**src/rtl/match_controller.sv**
```systemverilog
// Round/match sequencer between the action converters and the two-player board:
// start countdown, action gating, round scoring and best-of-N match decision.
module match_controller #(
    parameter int WINS_TO_MATCH = 2,
    parameter int CNTDN_TICKS   = 3,
    parameter int END_TICKS     = 2
) (
    input  logic       clk,
    input  logic       rst,
    input  logic       tck,
    input  logic       strt,
    input  logic [2:0] plr_1_act_in,
    input  logic [2:0] plr_2_act_in,
    input  logic       plr_1_wn,
    input  logic       plr_2_wn,
    output logic       brd_rst,
    output logic [2:0] plr_1_act_out,
    output logic [2:0] plr_2_act_out,
    output logic [1:0] plr_1_rnd,
    output logic [1:0] plr_2_rnd,
    output logic [1:0] cntdn,
    output logic [2:0] st,
    output logic       mtch_ovr,
    output logic       mtch_wnr
);

    typedef enum logic [2:0] {
        IDLE     = 3'd0,
        CNTDN    = 3'd1,
        FIGHT    = 3'd2,
        RND_END  = 3'd3,
        MTCH_END = 3'd4
    } state_t;

    localparam logic [1:0] WINS_L  = 2'(WINS_TO_MATCH);
    localparam logic [1:0] CNTDN_L = 2'(CNTDN_TICKS);
    localparam logic [1:0] END_L   = 2'(END_TICKS);

    state_t     state_r;
    logic       strt_q_r;
    logic [1:0] end_cnt_r;
    logic       strt_edge_s;
    logic [1:0] p1_next_s;
    logic [1:0] p2_next_s;

    assign strt_edge_s = strt & ~strt_q_r;
    assign p1_next_s   = plr_1_rnd + 2'd1;
    assign p2_next_s   = plr_2_rnd + 2'd1;
    assign st          = state_r;

    // Match sequencer: state, scores, countdowns and all board-facing outputs.
    always_ff @(posedge clk) begin
        if (!rst) begin
            state_r       <= IDLE;
            strt_q_r      <= 1'b1;
            end_cnt_r     <= 2'd0;
            brd_rst       <= 1'b0;
            plr_1_act_out <= 3'd0;
            plr_2_act_out <= 3'd0;
            plr_1_rnd     <= 2'd0;
            plr_2_rnd     <= 2'd0;
            cntdn         <= 2'd0;
            mtch_ovr      <= 1'b0;
            mtch_wnr      <= 1'b0;
        end else begin
            strt_q_r <= strt;
            case (state_r)
                IDLE: begin
                    brd_rst       <= 1'b0;
                    plr_1_act_out <= 3'd0;
                    plr_2_act_out <= 3'd0;
                    if (strt_edge_s) begin
                        state_r   <= CNTDN;
                        cntdn     <= CNTDN_L;
                        plr_1_rnd <= 2'd0;
                        plr_2_rnd <= 2'd0;
                    end
                end
                CNTDN: begin
                    brd_rst       <= 1'b0;
                    plr_1_act_out <= 3'd0;
                    plr_2_act_out <= 3'd0;
                    if (tck) begin
                        if (cntdn > 2'd1) begin
                            cntdn <= cntdn - 2'd1;
                        end else begin
                            state_r <= FIGHT;
                            cntdn   <= 2'd0;
                            brd_rst <= 1'b1;
                        end
                    end
                end
                FIGHT: begin
                    brd_rst       <= 1'b1;
                    plr_1_act_out <= plr_1_act_in;
                    plr_2_act_out <= plr_2_act_in;
                    if (plr_1_wn || plr_2_wn) begin
                        plr_1_act_out <= 3'd0;
                        plr_2_act_out <= 3'd0;
                        state_r       <= RND_END;
                        end_cnt_r     <= END_L;
                        // A draw (both flags) scores nothing but still ends the round.
                        if (plr_1_wn && !plr_2_wn) begin
                            plr_1_rnd <= p1_next_s;
                            if (p1_next_s == WINS_L) begin
                                state_r  <= MTCH_END;
                                mtch_ovr <= 1'b1;
                                mtch_wnr <= 1'b0;
                            end
                        end else if (plr_2_wn && !plr_1_wn) begin
                            plr_2_rnd <= p2_next_s;
                            if (p2_next_s == WINS_L) begin
                                state_r  <= MTCH_END;
                                mtch_ovr <= 1'b1;
                                mtch_wnr <= 1'b1;
                            end
                        end
                    end
                end
                RND_END: begin
                    brd_rst       <= 1'b1;
                    plr_1_act_out <= 3'd0;
                    plr_2_act_out <= 3'd0;
                    if (tck) begin
                        if (end_cnt_r > 2'd1) begin
                            end_cnt_r <= end_cnt_r - 2'd1;
                        end else begin
                            end_cnt_r <= 2'd0;
                            state_r   <= CNTDN;
                            brd_rst   <= 1'b0;
                            cntdn     <= CNTDN_L;
                        end
                    end
                end
                MTCH_END: begin
                    brd_rst       <= 1'b1;
                    plr_1_act_out <= 3'd0;
                    plr_2_act_out <= 3'd0;
                    mtch_ovr      <= 1'b1;
                    if (strt_edge_s) begin
                        plr_1_rnd <= 2'd0;
                        plr_2_rnd <= 2'd0;
                        mtch_ovr  <= 1'b0;
                        mtch_wnr  <= 1'b0;
                        brd_rst   <= 1'b0;
                        state_r   <= CNTDN;
                        cntdn     <= CNTDN_L;
                    end
                end
                default: begin
                    state_r       <= IDLE;
                    brd_rst       <= 1'b0;
                    plr_1_act_out <= 3'd0;
                    plr_2_act_out <= 3'd0;
                    cntdn         <= 2'd0;
                    end_cnt_r     <= 2'd0;
                    mtch_ovr      <= 1'b0;
                    mtch_wnr      <= 1'b0;
                end
            endcase
        end
    end

endmodule

```
**config.mk**
```make
export PLATFORM = sky130hd
export DESIGN_NAME = match_controller
export DESIGN_NICKNAME = d
export VERILOG_FILES = /design/src/rtl/match_controller.sv
export SDC_FILE = /design/constraint.sdc
export NUM_CORES = 1
export LEC_CHECK = 0
export ABC_AREA = 0
export BUFFER_PORTS_ARGS = -buffer_cell sky130_fd_sc_hd__buf_2
export CORE_MARGIN = 2
export CORE_UTILIZATION = 40
export CTS_CLUSTER_DIAMETER = 200
export CTS_CLUSTER_SIZE = 25
export DETAILED_ROUTE_END_ITERATION = 16
export GPL_TIMING_DRIVEN = 1
export PLACE_DENSITY = 0.6
export SLEW_MARGIN = 20
export SYNTH_ARGS = -nofsm -noshare
export SYNTH_HDL_FRONTEND = slang
export SYNTH_SLANG_ARGS = --single-unit
```
**constraint.sdc**
```tcl
create_clock -name clk -period 1.9 [get_ports clk]
set_input_delay 0 -clock clk [delete_from_list [all_inputs] [get_ports clk]]
set_output_delay 0 -clock clk [all_outputs]
set_load 0.01 [all_outputs]
```
### After elaboration in Yosys (flattened, before gate mapping)

Cells that the tools add are included.
W data, S select, Z words.

| word-level totals | value |
|---|---|
| memories kept | 0 |
| latch bits | 0 |
| memory bits (writable) | 0 |
| bits in registers | 21 |
| ROM bits | 0 |

| cells by class | value |
|---|---|
| div/mod/pow operators | 0 |
| multipliers | 0 |
| shifts and indexed selects | 0 |
| add/subtract/negate cells | 4 |
| reduce and logical (&&, ||, !) cells | 18 |
| $lt $le $gt $ge | 2 |
| equality and inequality tests | 19 |
| muxes and demuxes | 46 |
| bitwise operators | 6 |

Operators by type and width:

| kind | number |
|---|---|
| $mux W3 | 10 |
| $mux W2 | 14 |
| $ne A2 B2 Y1 const B | 9 |
| $reduce_and A5 Y1 | 3 |
| $mux W1 | 14 |
| $pmux W3 S4 | 1 |
| $reduce_and A6 Y1 | 2 |
| $ne A3 B3 Y1 const B | 3 |
| $reduce_or A3 Y1 | 3 |
| $pmux W2 S2 | 2 |
| $pmux W2 S4 | 1 |
| $eq A3 B2 Y1 const B | 2 |
| $pmux W1 S3 | 2 |
| $pmux W2 S3 | 1 |
| $not A1 Y1 | 5 |
| $add A2 B1 Y2 const B | 2 |
| $eq A2 B2 Y1 const B | 2 |
| $gt A2 B1 Y1 const B | 2 |
| $pmux W1 S4 | 1 |
| $reduce_and A4 Y1 | 1 |
| $sub A2 B1 Y2 const B | 2 |
| $eq A3 B1 Y1 const B | 1 |
| $eq A3 B3 Y1 const B | 1 |
| $logic_not A3 Y1 | 1 |
| other kinds (8) | 10 |

### Depth between registers and ports, before layout

Gate-level depths: netlist of the first run.

| depth | value |
|---|---|
| depth after elaboration | 7 |
| mapped depth | 6 |

### Worst setup path before layout of the first run

OpenSTA, ideal clock, no wires.

| timing path | value |
|---|---|
| path type | reg2reg |
| from | register plr_2_rnd[1] |
| to | register state_r[0], in the netlist st[0] |
| library setup time | 59 ps |
| stages on the path, launching flop included | 7 |
| data arrival time | 1371 ps |
| slack | 470 ps |
| path buffers | 0 |
| cells stage by stage | dfxtp_1 inv_1 ha_1 and3b_1 o311a_1 nor3_1 a22o_1 |

| between the ends | value |
|---|---|
| word-level cells in the longest chain between the ends | 7 |

Ends and longest elaborated chain:

| what | line | text |
|---|---|---|
| start, declared | 20 | `output logic [1:0] plr_2_rnd,` |
| start signal, assigned | 111 | `plr_2_rnd <= p2_next_s;` |
| $add A2 B1 Y2 | 48 | `assign p2_next_s = plr_2_rnd + 2'd1;` |
| $eq A2 B2 Y1 | 112 | `if (p2_next_s == WINS_L) begin` |
| $mux W3 | 112 |  |
| $mux W3 | 110 | `end else if (plr_2_wn && !plr_1_wn) begin` |
| $mux W3 | 103 | `if (plr_1_wn && !plr_2_wn) begin` |
| $mux W3 | 97 | `if (plr_1_wn \|\| plr_2_wn) begin` |
| $pmux W3 S4 | 67 | `case (state_r)` |
| end signal, assigned | 100 | `state_r <= RND_END;` |
| end signal, assigned | 106 | `state_r <= MTCH_END;` |
| end signal, assigned | 113 | `state_r <= MTCH_END;` |
| end, declared | 39 | `state_t state_r;` |

Every way passes these cells. The select of a mux whose other input is x is not followed.
A chain may end at the register's enable or synchronous reset.

### Final worst setup path of the first run

| timing path | value |
|---|---|
| from | register state_r[1], in the netlist st[1] |
| to | register state_r[2], in the netlist st[2] |

| between the ends | value |
|---|---|
| word-level cells in the longest chain between the ends | 4 |

Ends and longest elaborated chain:

| what | line | text |
|---|---|---|
| start signal, assigned | 54 | `state_r <= IDLE;` |
| start signal, assigned | 73 | `state_r <= CNTDN;` |
| start signal, assigned | 87 | `state_r <= FIGHT;` |
| $eq A3 B3 Y1 / $logic_not A3 Y1 (equally long branches) | 67 |  |
| $reduce_or A2 Y1 (no source line) | n/a |  |
| $ne A2 B1 Y1 (no source line) | n/a |  |
| $reduce_and A6 Y1 (no source line) | n/a |  |

Several ways; a longest one is shown, not always the timed one.

==> results of run 1 <==
-- placed cells by master, fill, tap and decap left out --
| master | netlist | routed |
|---|---|---|
| sky130_fd_sc_hd__nand2_1 | 8 | 8 |
| sky130_fd_sc_hd__and2_1 | 9 | 9 |
| sky130_fd_sc_hd__nor2b_1 | 6 | 6 |
| sky130_fd_sc_hd__nand4_1 | 1 | 1 |
| sky130_fd_sc_hd__a21boi_0 | 1 | 1 |
| sky130_fd_sc_hd__a21oi_1 | 11 | 11 |
| sky130_fd_sc_hd__dlygate4sd3_1 | 0 | 9 |
| sky130_fd_sc_hd__or2_0 | 2 | 2 |
| sky130_fd_sc_hd__o21ai_0 | 3 | 3 |
| sky130_fd_sc_hd__nor4b_1 | 1 | 1 |
| sky130_fd_sc_hd__o31ai_1 | 4 | 4 |
| sky130_fd_sc_hd__nand2b_1 | 5 | 5 |
| sky130_fd_sc_hd__nor2_1 | 5 | 5 |
| sky130_fd_sc_hd__o21ai_1 | 2 | 2 |
| sky130_fd_sc_hd__or3_1 | 2 | 2 |
| sky130_fd_sc_hd__nor3_2 | 1 | 1 |
| sky130_fd_sc_hd__mux2i_1 | 4 | 4 |
| sky130_fd_sc_hd__o311a_1 | 1 | 1 |
| sky130_fd_sc_hd__inv_1 | 8 | 8 |
| sky130_fd_sc_hd__o21a_1 | 1 | 1 |
| sky130_fd_sc_hd__dfxtp_1 | 21 | 21 |
| sky130_fd_sc_hd__nor3_1 | 5 | 5 |
| sky130_fd_sc_hd__clkinv_1 | 1 | 1 |
| sky130_fd_sc_hd__clkinv_2 | 0 | 1 |
| sky130_fd_sc_hd__a211oi_1 | 1 | 1 |
| sky130_fd_sc_hd__a2111o_1 | 1 | 1 |
| sky130_fd_sc_hd__o221ai_1 | 1 | 1 |
| sky130_fd_sc_hd__ha_1 | 6 | 6 |
| sky130_fd_sc_hd__a31oi_1 | 3 | 3 |
| sky130_fd_sc_hd__o21bai_1 | 2 | 2 |
| sky130_fd_sc_hd__clkbuf_4 | 0 | 3 |
| sky130_fd_sc_hd__buf_2 | 5 | 29 |
| sky130_fd_sc_hd__a2bb2o_1 | 1 | 1 |
| sky130_fd_sc_hd__nand3_1 | 4 | 4 |
| sky130_fd_sc_hd__a22o_1 | 3 | 3 |
| sky130_fd_sc_hd__buf_4 | 1 | 4 |
| sky130_fd_sc_hd__and3b_1 | 1 | 1 |
| sky130_fd_sc_hd__nor4b_4 | 1 | 1 |
| sky130_fd_sc_hd__nand3b_1 | 2 | 2 |
-- tightest hold or removal path, cell delays in order --
cell and delay (ps):
sky130_fd_sc_hd__buf_2 110, sky130_fd_sc_hd__nand2_1 50, sky130_fd_sc_hd__o221ai_1 160, sky130_fd_sc_hd__a21oi_1 60
-- flip-flops by register name (all words and copies together), names as in the netlist --
register / flops
plr_2_rnd: 2
strt_q_r: 1
end_cnt_r: 2
mtch_ovr: 1
plr_1_rnd: 2
plr_1_act_out: 3
mtch_wnr: 1
brd_rst: 1
st: 3
cntdn: 2
plr_2_act_out: 3
-- layer usage --
layer / global-route usage / routed length, µm / share of wire
met1: 0.2329 / 1263 / 0.50
met2: 0.2760 / 1162 / 0.46
met3: 0.02009 / 74 / 0.029
met4: 0.05980 / 38 / 0.015
met5: 0 / 0 / 0
-- kinds of logic (layout without fill, tap and decap cells) --
group,after synthesis,count (layout),share of synthesized area
and+or+nand+nor,53,53,0.2750
AOI/OAI and AO/OA,35,35,0.2022
DFF,21,21,0.3652
buffers and inverters,15,55,0.05761
adders and majority gates,6,6,0.06522
muxes,4,4,0.03478
-- how the worst max path moves through the flow --
stage | startpoint | depth (start not counted) | endpoint
finish | st[1] | 4 | st[2]
floorplan | plr_2_rnd[1] | 6 | st[0]
global placement | st[1] | 4 | st[2]
detailed placement | st[1] | 4 | st[2]
global route | st[1] | 4 | st[2]
CTS | st[1] | 4 | st[2]
-- final cells by class --
| class | instances | area (µm²) | area share |
|---|---|---|---|
| tap | 31 | 38.79 | 0.02675 |
| clock buffer | 3 | 22.52 | 0.01553 |
| sequential | 21 | 420.4 | 0.2899 |
| multi-input combinational | 98 | 664.4 | 0.4582 |
| clock inverter | 1 | 5.005 | 0.003451 |
| timing repair buffer | 42 | 265.3 | 0.1829 |
| inverter | 9 | 33.78 | 0.02330 |
-- power groups by stage --
stage | combinational, W | sequential [W] | clock, W
after floorplan | 0.000385 | 0.000562 | 0
after global placement | 0.000515 | 0.000575 | 0
after detailed placement | 0.000525 | 0.000577 | 0
after CTS | 0.000541 | 0.000568 | 0.000236
after global routing | 0.000604 | 0.000581 | 0.000240
final | 0.000538 | 0.000569 | 0.000221
-- stage by stage --
| stage | total power (W) | hold WS [ps] |
|---|---|---|
| detailed placement | 0.001102 | 199.8 |
| finish | 0.001328 | 107.4 |
| global placement | 0.001091 | 193.7 |
| CTS | 0.001344 | 109.2 |
| floorplan | 0.0009473 | 101.5 |
| global route | 0.001424 | 175.7 |
==> results.py, run 1 <==
metrics = {
    "die": {
        "io_pins": 30,
        "placeableCoreArea_um2": 2734,
        "placement_rows": 19,
        "width_of_the_die_um": 57.65,
        "initial_core_util": 0.4211,
        "die-area_um2": 3323,
        "chipHeight_um": 57.65,
    },
    "place": {
        "pre_cts_slack_ps": 324.4,
        "port_buffers": 29,
        "dpl.hpwl_um": 1982,
        "placement.cell_area_um2": 1333,
        "place.gp.congestion": 0.7918,
        "placed_cells": 192,
    },
    "detailed_routing": {
        "drc": 0,
        "drt_iter0_markers": 14,
        "via_count": 1079,
        "wl_per_cell_um": 12.38,
        "routed_wl_um": 2538,
        "detail-route-antenna-nets": 0,
        "routed_via_density": 5.263,
        "dr.pass1.iters": 4,
    },
    "critical_path": {
        "critical_path.max_fanout": 13,
        "timing.critical_path.required_ps": 2120,
        "critical-path-slowest-cell": "sky130_fd_sc_hd__dfxtp_1",
        "cp_num_buf_inv": 1,
        "worstSetupEndpointType": "register",
        "worst_setup_path_start_kind": "register",
        "r2r_start": "st[1]",
        "crit_path_cell_trace": "buf_4 > nor3_2 > nor3_1 > a2bb2o_1",
        "critical-path-max-stage-delay_ps": 450,
        "worst_path_dominant_cell_family": "simple AND/OR/NAND/NOR gates",
        "crit-reg2reg-capture": "st[2]",
        "rr_worst_depth": 4,
        "crit_type": "reg -> reg",
        "critPathArrivalTime_ps": 1810,
        "timing.reg2reg.setup_slack_ps": 310,
    },
    "synthesis": {
        "synthCells": 134,
        "postSynth.topFlopCell": "sky130_fd_sc_hd__dfxtp_1",
        "register_area_share_after_synthesis": 0.3652,
        "synthesis.area_per_instance_um2": 8.590,
        "ys_types": 36,
        "synth_top_cell_by_area": "sky130_fd_sc_hd__dfxtp_1",
        "synth-edff-count": 0,
        "synth_top_area_frac": 0.3652,
        "yosys.cell_count.top_type": "sky130_fd_sc_hd__dfxtp_1",
        "postSynthNetCount": 152,
        "synth_seq_cells": 21,
        "ys_warn_count": 0,
        "ys_top_cells_by_count": "sky130_fd_sc_hd__dfxtp_1, sky130_fd_sc_hd__a21oi_1, sky130_fd_sc_hd__and2_1, sky130_fd_sc_hd__inv_1, sky130_fd_sc_hd__nand2_1",
        "post_synth_instance_area_um2": 1151,
        "synthArstFlopShare": 0,
        "netlist_top_cells_area": "sky130_fd_sc_hd__dfxtp_1, sky130_fd_sc_hd__ha_1, sky130_fd_sc_hd__and2_1, sky130_fd_sc_hd__a21oi_1, sky130_fd_sc_hd__mux2i_1",
    },
    "pwr": {
        "power.share.clock": 0.167,
        "combPwrFrac": 0.405,
        "power.switching_w": 0.0005089,
        "max-vdd-ir-drop_mv": 0.5088,
        "leakage_power_nw": 0.6335,
        "swShare": 0.3833,
        "internal_power_w": 0.0008189,
        "pwr_cell_area_nw_per_um2": 915.6,
        "pwr-share-seq": 0.429,
    },
    "global_route": {
        "grt_start_max_net_pins": 14,
        "grtUsageTotal": 0.1697,
        "grt_antenna_before_repair": 0,
        "wire_length_of_the_first_global_routing_pass_um": 4505,
        "grt_pass1_vias": 1023,
        "globalRouteOverflowTotal": 0,
    },
    "sta": {
        "maxClockFrequency_mhz": 628.9,
        "grt_setup_unrepaired": "false",
        "timing.setup.tns_ps": 0,
        "timing_hold_violations_final": 0,
        "slew_worst_pin_ps": 477.2,
        "final_setup_margin_ps": 309.9,
        "fin_crit_sh": 0.8369,
        "fin_worst_skew_ps": 8.099,
        "timing.final.setup_violations": 0,
        "max_slew_margin": 0.6794,
        "drv_slew": 0,
        "post-route-min-period_ps": 1590,
    },
    "cts": {
        "cts_tree": "done",
        "number_of_buffers_on_the_longest_clock_path": 2,
        "clk_transition_reported_paths_ps": 120,
        "hold_buffers": 9,
        "worstSkewPairLatency_ps": 310,
        "htree_num_levels": 1,
        "post-cts-setup-buffers": 0,
        "cts_inserted_buffers": 3,
        "cts_sinks": 21,
        "cts_repair_resize_count": 0,
        "ctsRootBufferMaster": "sky130_fd_sc_hd__clkbuf_4",
    },
    "cells_and_area": {
        "final_util": 0.5304,
        "final_cell_count_no_fill": 205,
        "fill_cells": 261,
        "area_growth_syn_to_layout_pct": 25.98,
        "finish.net_count": 193,
        "diodes": 0,
        "finalInstanceArea_um2": 1450,
        "drive_above_1_share": 0.2241,
    },
    "job": {
        "max_cap_violations": 0,
    },
    "min_path": {
        "worstHoldPathType": "in -> reg",
        "hold_path_startpoint": "tck",
        "hold_depth": 4,
        "min_to": "st[1]",
    },
    "run_status": {
        "outcome": "complete, no violations",
    },
}
(Power assumes the default switching activity.)
==> run 2, diff against run 1 <==
- ABC_AREA: 0 -> 1
- PLACE_DENSITY: 0.6 -> 0.59
- clock period: 1.9 -> 1.55 ns (I/O delays scaled with it)
==> results.py, run 2 <==
metrics = {
    "run_status": {
        "outcome": "complete, no violations",
    },
    "cts": {
        "ctsRootBufferMaster": "sky130_fd_sc_hd__clkbuf_4",
        "hold_buffers": 8,
        "worstSkewPairLatency_ps": 310,
        "clk_transition_reported_paths_ps": 130,
        "cts_sinks": 21,
        "cts_tree": "done",
        "htree_num_levels": 1,
        "cts_inserted_buffers": 3,
        "number_of_buffers_on_the_longest_clock_path": 2,
        "cts_repair_resize_count": 0,
        "post-cts-setup-buffers": 0,
    },
    "synthesis": {
        "synth_top_area_frac": 0.3337,
        "yosys.cell_count.top_type": "sky130_fd_sc_hd__nand2_1",
        "synth_top_cell_by_area": "sky130_fd_sc_hd__dfxtp_1",
        "register_area_share_after_synthesis": 0.3337,
        "ys_types": 27,
        "synth-edff-count": 0,
        "netlist_top_cells_area": "sky130_fd_sc_hd__dfxtp_1, sky130_fd_sc_hd__nand2_1, sky130_fd_sc_hd__nor2_1, sky130_fd_sc_hd__inv_1, sky130_fd_sc_hd__ha_1",
        "ys_top_cells_by_count": "sky130_fd_sc_hd__nand2_1, sky130_fd_sc_hd__nor2_1, sky130_fd_sc_hd__inv_1, sky130_fd_sc_hd__dfxtp_1, sky130_fd_sc_hd__a21oi_1",
        "postSynthNetCount": 197,
        "post_synth_instance_area_um2": 1260,
        "postSynth.topFlopCell": "sky130_fd_sc_hd__dfxtp_1",
        "synthesis.area_per_instance_um2": 7.039,
        "synthArstFlopShare": 0,
        "synthCells": 179,
        "synth_seq_cells": 21,
        "ys_warn_count": 0,
    },
    "pwr": {
        "leakage_power_nw": 0.8370,
        "total_power_of_the_final_layout_w": 0.002197,
        "max-vdd-ir-drop_mv": 0.6808,
        "pwr_cell_area_nw_per_um2": 1416,
    },
    "critical_path": {
        "critical_path.max_fanout": 8,
        "timing.critical_path.required_ps": 1790,
        "timing.reg2reg.setup_slack_ps": 180,
        "crit-reg2reg-capture": "st[2]",
        "crit_path_cell_trace": "buf_4 > nor2_8 > nand2_4 > nand3_2 > nor2_4 > nand2_1 > a21oi_1",
        "cp_num_buf_inv": 1,
        "worst_path_dominant_cell_family": "simple AND/OR/NAND/NOR gates",
        "r2r_start": "st[0]",
        "rr_worst_depth": 7,
        "crit_type": "reg -> reg",
        "worst_setup_path_start_kind": "register",
        "critical-path-max-stage-delay_ps": 410,
        "critPathArrivalTime_ps": 1610,
        "worstSetupEndpointType": "register",
        "critical-path-slowest-cell": "sky130_fd_sc_hd__dfxtp_1",
    },
    "detailed_routing": {
        "wl_per_cell_um": 11.34,
        "dr.pass1.iters": 6,
        "via_count": 1169,
        "routed_wl_um": 2983,
        "routed_via_density": 4.445,
        "drt_iter0_markers": 81,
        "drc": 0,
        "detail-route-antenna-nets": 0,
    },
    "sta": {
        "post-route-min-period_ps": 1366,
        "drv_slew": 0,
        "timing.setup.tns_ps": 0,
        "grt_setup_unrepaired": "false",
        "slew_worst_pin_ps": 294.4,
        "holdWs_ps": 87.64,
        "maxClockFrequency_mhz": 732.2,
        "timing.final.setup_violations": 0,
        "timing_hold_violations_final": 0,
        "fin_crit_sh": 0.8812,
        "max_slew_margin": 0.8035,
        "fin_worst_skew_ps": 6.793,
    },
    "global_route": {
        "wire_length_of_the_first_global_routing_pass_um": 4802,
        "globalRouteOverflowTotal": 0,
        "groute.layer.met1.usage": 0.2507,
        "grt_antenna_before_repair": 0,
        "grtUsageTotal": 0.1782,
        "gr-usage-met3": 0.02597,
        "grt_busiest_layer": "met2",
        "grt_pass1_vias": 1080,
        "grt_start_max_net_pins": 13,
        "met2_usage": 0.2826,
    },
    "die": {
        "io_pins": 30,
        "width_of_the_die_um": 60.13,
        "initial_core_util": 0.4161,
        "placeableCoreArea_um2": 3028,
        "chipHeight_um": 60.13,
        "die-area_um2": 3615,
        "placement_rows": 20,
    },
    "job": {
        "max_cap_violations": 0,
    },
    "cells_and_area": {
        "diodes": 0,
        "area_growth_syn_to_layout_pct": 23.14,
        "finish.net_count": 238,
        "final_cell_mix": "sky130_fd_sc_hd__nand2_1, sky130_fd_sc_hd__nor2_1, sky130_fd_sc_hd__buf_2",
        "final_util": 0.5124,
        "drive_above_1_share": 0.2877,
        "final_cell_count_no_fill": 263,
        "final_common_cell": "sky130_fd_sc_hd__nand2_1",
    },
    "min_path": {
        "hold_depth": 4,
        "min_to": "end_cnt_r[1]",
        "hold_path_startpoint": "tck",
        "worstHoldPathType": "in -> reg",
    },
    "place": {
        "placed_cells": 251,
        "dpl.hpwl_um": 2210,
        "place.gp.congestion": 0.8547,
        "port_buffers": 29,
    },
}
==> run 2: kinds of logic after synthesis <==
group / after synthesis / share of synthesized area
buffers and inverters: 33 / 0.1192
flip-flops: 21 / 0.3337
AO/OA/AOI/OAI: 24 / 0.1073
adder cells (fa/ha/maj): 6 / 0.05958
AND/OR/NAND/NOR: 95 / 0.3803
==> run 2: through the flow <==
| stage | setup slack [ps] | cell area [µm²] |
|---|---|---|
| final | 184.2 | 1551 |
| after floorplan | 386.3 | 1260 |
| after global routing | 109.5 | 1551 |
| after detailed placement | 228.7 | 1444 |
| after global placement | 244.1 | 1444 |
| after CTS | 198.9 | 1551 |
==> run 2: metal layers <==
layer | wire length [µm] | share of wire
met1 | 1412 | 0.47
met5 | 0 | 0
met4 | 14 | 0.0047
met2 | 1457 | 0.49
met3 | 99 | 0.033
==> run 2: final cells by class <==
type	count	area, µm²
Clock buffer	3	22.52
Inverter	29	111.4
Timing Repair Buffer	40	247.7
Clock inverter	1	5.005
Fill cell	315	1476
Tap cell	44	55.05
Multi-Input combinational cell	125	689.4
Sequential cell	21	420.4
==> run 2: how the worst max path moves through the flow <==
stage                     start            to  slack (ps)  cells after the start
after global routing      st[0]         st[2]         110                      7
after detailed placement  st[0]         st[2]         230                      7
after CTS                 st[0]         st[2]         200                      7
final                     st[0]         st[2]         180                      7
after floorplan           st[1]  plr_2_rnd[0]         390                      8
after global placement    st[0]         st[2]         240                      7
==> run 2: power breakdown <==
| group | internal [W] | switching (W) |
|---|---|---|
| clock | 0.0000964 | 0.000182 |
| sequential | 0.000643 | 0.0000831 |
| combinational | 0.000456 | 0.000736 |
| total | 0.00120 | 0.00100 |
==> run 2: worst reg2reg max path: cells and delay by family (launching register included) <==
kind / cells / cell delay (ps)
flip-flops: 1 / 410
AND/OR/NAND/NOR: 5 / 480
buffers and inverters: 1 / 220
AO/OA/AOI/OAI: 1 / 170
==> run 3, diff against run 2 <==
- BUFFER_PORTS_ARGS: -buffer_cell sky130_fd_sc_hd__buf_2 -> -buffer_cell sky130_fd_sc_hd__buf_4
==> results.py, run 3 (synthesis results as in run 2) <==
metrics = {
    "global_route": {
        "grtUsageTotal": 0.1828,
        "grt_start_max_net_pins": 13,
        "wire_length_of_the_first_global_routing_pass_um": 4933,
        "grt_pass1_vias": 1068,
        "grt_antenna_before_repair": 0,
        "globalRouteOverflowTotal": 0,
    },
    "critical_path": {
        "r2r_start": "st[0]",
        "crit-reg2reg-capture": "cntdn[0]",
        "timing.critical_path.required_ps": 1760,
        "rr_worst_depth": 8,
        "worstSetupEndpointType": "register",
        "critical_path.max_fanout": 7,
        "crit_path_end": "cntdn[0]",
        "timing.reg2reg.setup_slack_ps": 220,
        "crit_type": "reg -> reg",
        "crit_start": "st[0]",
        "worst_setup_path_start_kind": "register",
        "critPathArrivalTime_ps": 1540,
    },
    "cells_and_area": {
        "fill_cells": 313,
        "finish.net_count": 238,
        "drive_above_1_share": 0.2877,
        "area.sequential_um2": 420.4,
        "final_common_cell": "sky130_fd_sc_hd__nand2_1",
        "final_cell_count_no_fill": 263,
        "area_growth_syn_to_layout_pct": 28.90,
        "diodes": 0,
        "final_cell_mix": "sky130_fd_sc_hd__nand2_1, sky130_fd_sc_hd__buf_4, sky130_fd_sc_hd__nor2_1",
        "multi_input_comb_area_um2": 689.4,
    },
    "detailed_routing": {
        "routed_via_density": 4.551,
        "wl_per_cell_um": 10.89,
        "dr.pass1.iters": 4,
        "detail-route-antenna-nets": 0,
        "drc": 0,
        "routed_wl_um": 2864,
        "via_count": 1197,
        "drt_iter0_markers": 52,
    },
    "min_path": {
        "worstHoldPathType": "in -> reg",
        "hold_path_startpoint": "tck",
    },
    "sta": {
        "slew_worst_pin_ps": 326.1,
        "drv_slew": 0,
        "fin_worst_skew_ps": 6.099,
        "timing_hold_violations_final": 0,
        "final_setup_margin_ps": 217.5,
        "grt_setup_unrepaired": "false",
        "max_slew_margin": 0.7823,
        "fin_crit_sh": 0.8597,
        "timing.setup.tns_ps": 0,
        "timing.final.setup_violations": 0,
        "maxClockFrequency_mhz": 750.4,
        "post-route-min-period_ps": 1333,
    },
    "cts": {
        "worstSkewPairLatency_ps": 310,
        "number_of_buffers_on_the_longest_clock_path": 2,
        "cts_tree": "done",
        "cts_repair_resize_count": 0,
        "ctsRootBufferMaster": "sky130_fd_sc_hd__clkbuf_4",
        "htree_num_levels": 1,
        "cts_inserted_buffers": 3,
        "cts_sinks": 21,
        "clk_transition_reported_paths_ps": 130,
    },
    "place": {
        "place.gp.congestion": 0.8062,
        "placed_cells": 251,
        "port_buffers": 29,
        "pre_cts_slack_ps": 230.4,
        "dpl.hpwl_um": 2245,
    },
    "die": {
        "die-area_um2": 3615,
        "width_of_the_die_um": 60.13,
        "chipHeight_um": 60.13,
        "placeableCoreArea_um2": 3028,
        "io_pins": 30,
        "initial_core_util": 0.4161,
        "placement_rows": 20,
    },
    "run_status": {
        "outcome": "complete, no violations",
    },
    "pwr": {
        "max-vdd-ir-drop_mv": 0.6068,
        "leakage_power_nw": 0.8467,
        "pwr_cell_area_nw_per_um2": 1375,
    },
    "job": {
        "max_cap_violations": 0,
    },
}
==> run 3: cell count changes in the layout (fill, tap and decap cells not counted) <==
cell,before,now
sky130_fd_sc_hd__buf_2,29,0
sky130_fd_sc_hd__buf_4,3,32
==> run 3: area by class of cell <==
| cell class | instances | share of cell area |
|---|---|---|
| Inverter | 29 | 0.06857 |
| Clock buffer | 3 | 0.01387 |
| Tap cell | 44 | 0.03390 |
| Clock inverter | 1 | 0.003082 |
| Multi-Input combinational cell | 125 | 0.4245 |
| Timing Repair Buffer | 40 | 0.1972 |
| Sequential cell | 21 | 0.2589 |
==> run 3: layer usage <==
| layer | routed length [µm] | part of all wire | global-route usage |
|---|---|---|---|
| met3 | 99 | 0.035 | 0.03247 |
| met2 | 1383 | 0.48 | 0.2919 |
| met1 | 1351 | 0.47 | 0.2487 |
| met5 | 0 | 0 | 0 |
| met4 | 29 | 0.010 | 0.05714 |
==> run 3: metrics by stage <==
stage                 util  cell area (µm²)  total power (W)  hold slack, ps
finish              0.5364             1624         0.002234           51.56
global route        0.5364             1624         0.002450           52.99
floorplan                -             1260         0.001659           106.6
CTS                 0.5364             1624         0.002258           44.75
detailed placement  0.5008             1516         0.001960           202.0
global placement    0.5008             1516         0.001952           200.4
==> run 3: power by group <==
part | leakage, nW | switching [W] | internal (W) | total [W]
Combinational | 0.658 | 0.000719 | 0.000507 | 0.00123
Sequential | 0.171 | 0.0000866 | 0.000643 | 0.000730
Clock | 0.0177 | 0.000181 | 0.0000965 | 0.000278
Total | 0.847 | 0.000987 | 0.00125 | 0.00223
==> run 3: worst max-delay path: stages (launching register included) <==
cell,delay (ps)
sky130_fd_sc_hd__dfxtp_1,450
sky130_fd_sc_hd__buf_4,230
sky130_fd_sc_hd__nor2_8,70
sky130_fd_sc_hd__nand2_4,90
sky130_fd_sc_hd__inv_2,50
sky130_fd_sc_hd__nor2_2,130
sky130_fd_sc_hd__nand2_1,80
sky130_fd_sc_hd__nand2_1,60
sky130_fd_sc_hd__a21oi_1,50
==> run 3: repair_timing <==
item                                   4_1_cts  5_1_grt
hold buffers                                 8        0
endpoints found under the hold margin       14        0
setup buffers                                0        0
==> run 3: worst min-delay path by stage <==
stage / to / slack [ps] / depth (start not counted)
6_report: brd_rst / 50 / 4
5_1_grt: brd_rst / 50 / 4
4_1_cts: brd_rst / 40 / 4
3_5_place_dp: strt_q_r / 200 / 2
3_3_place_gp: strt_q_r / 200 / 2
2_1_floorplan: strt_q_r / 110 / 1
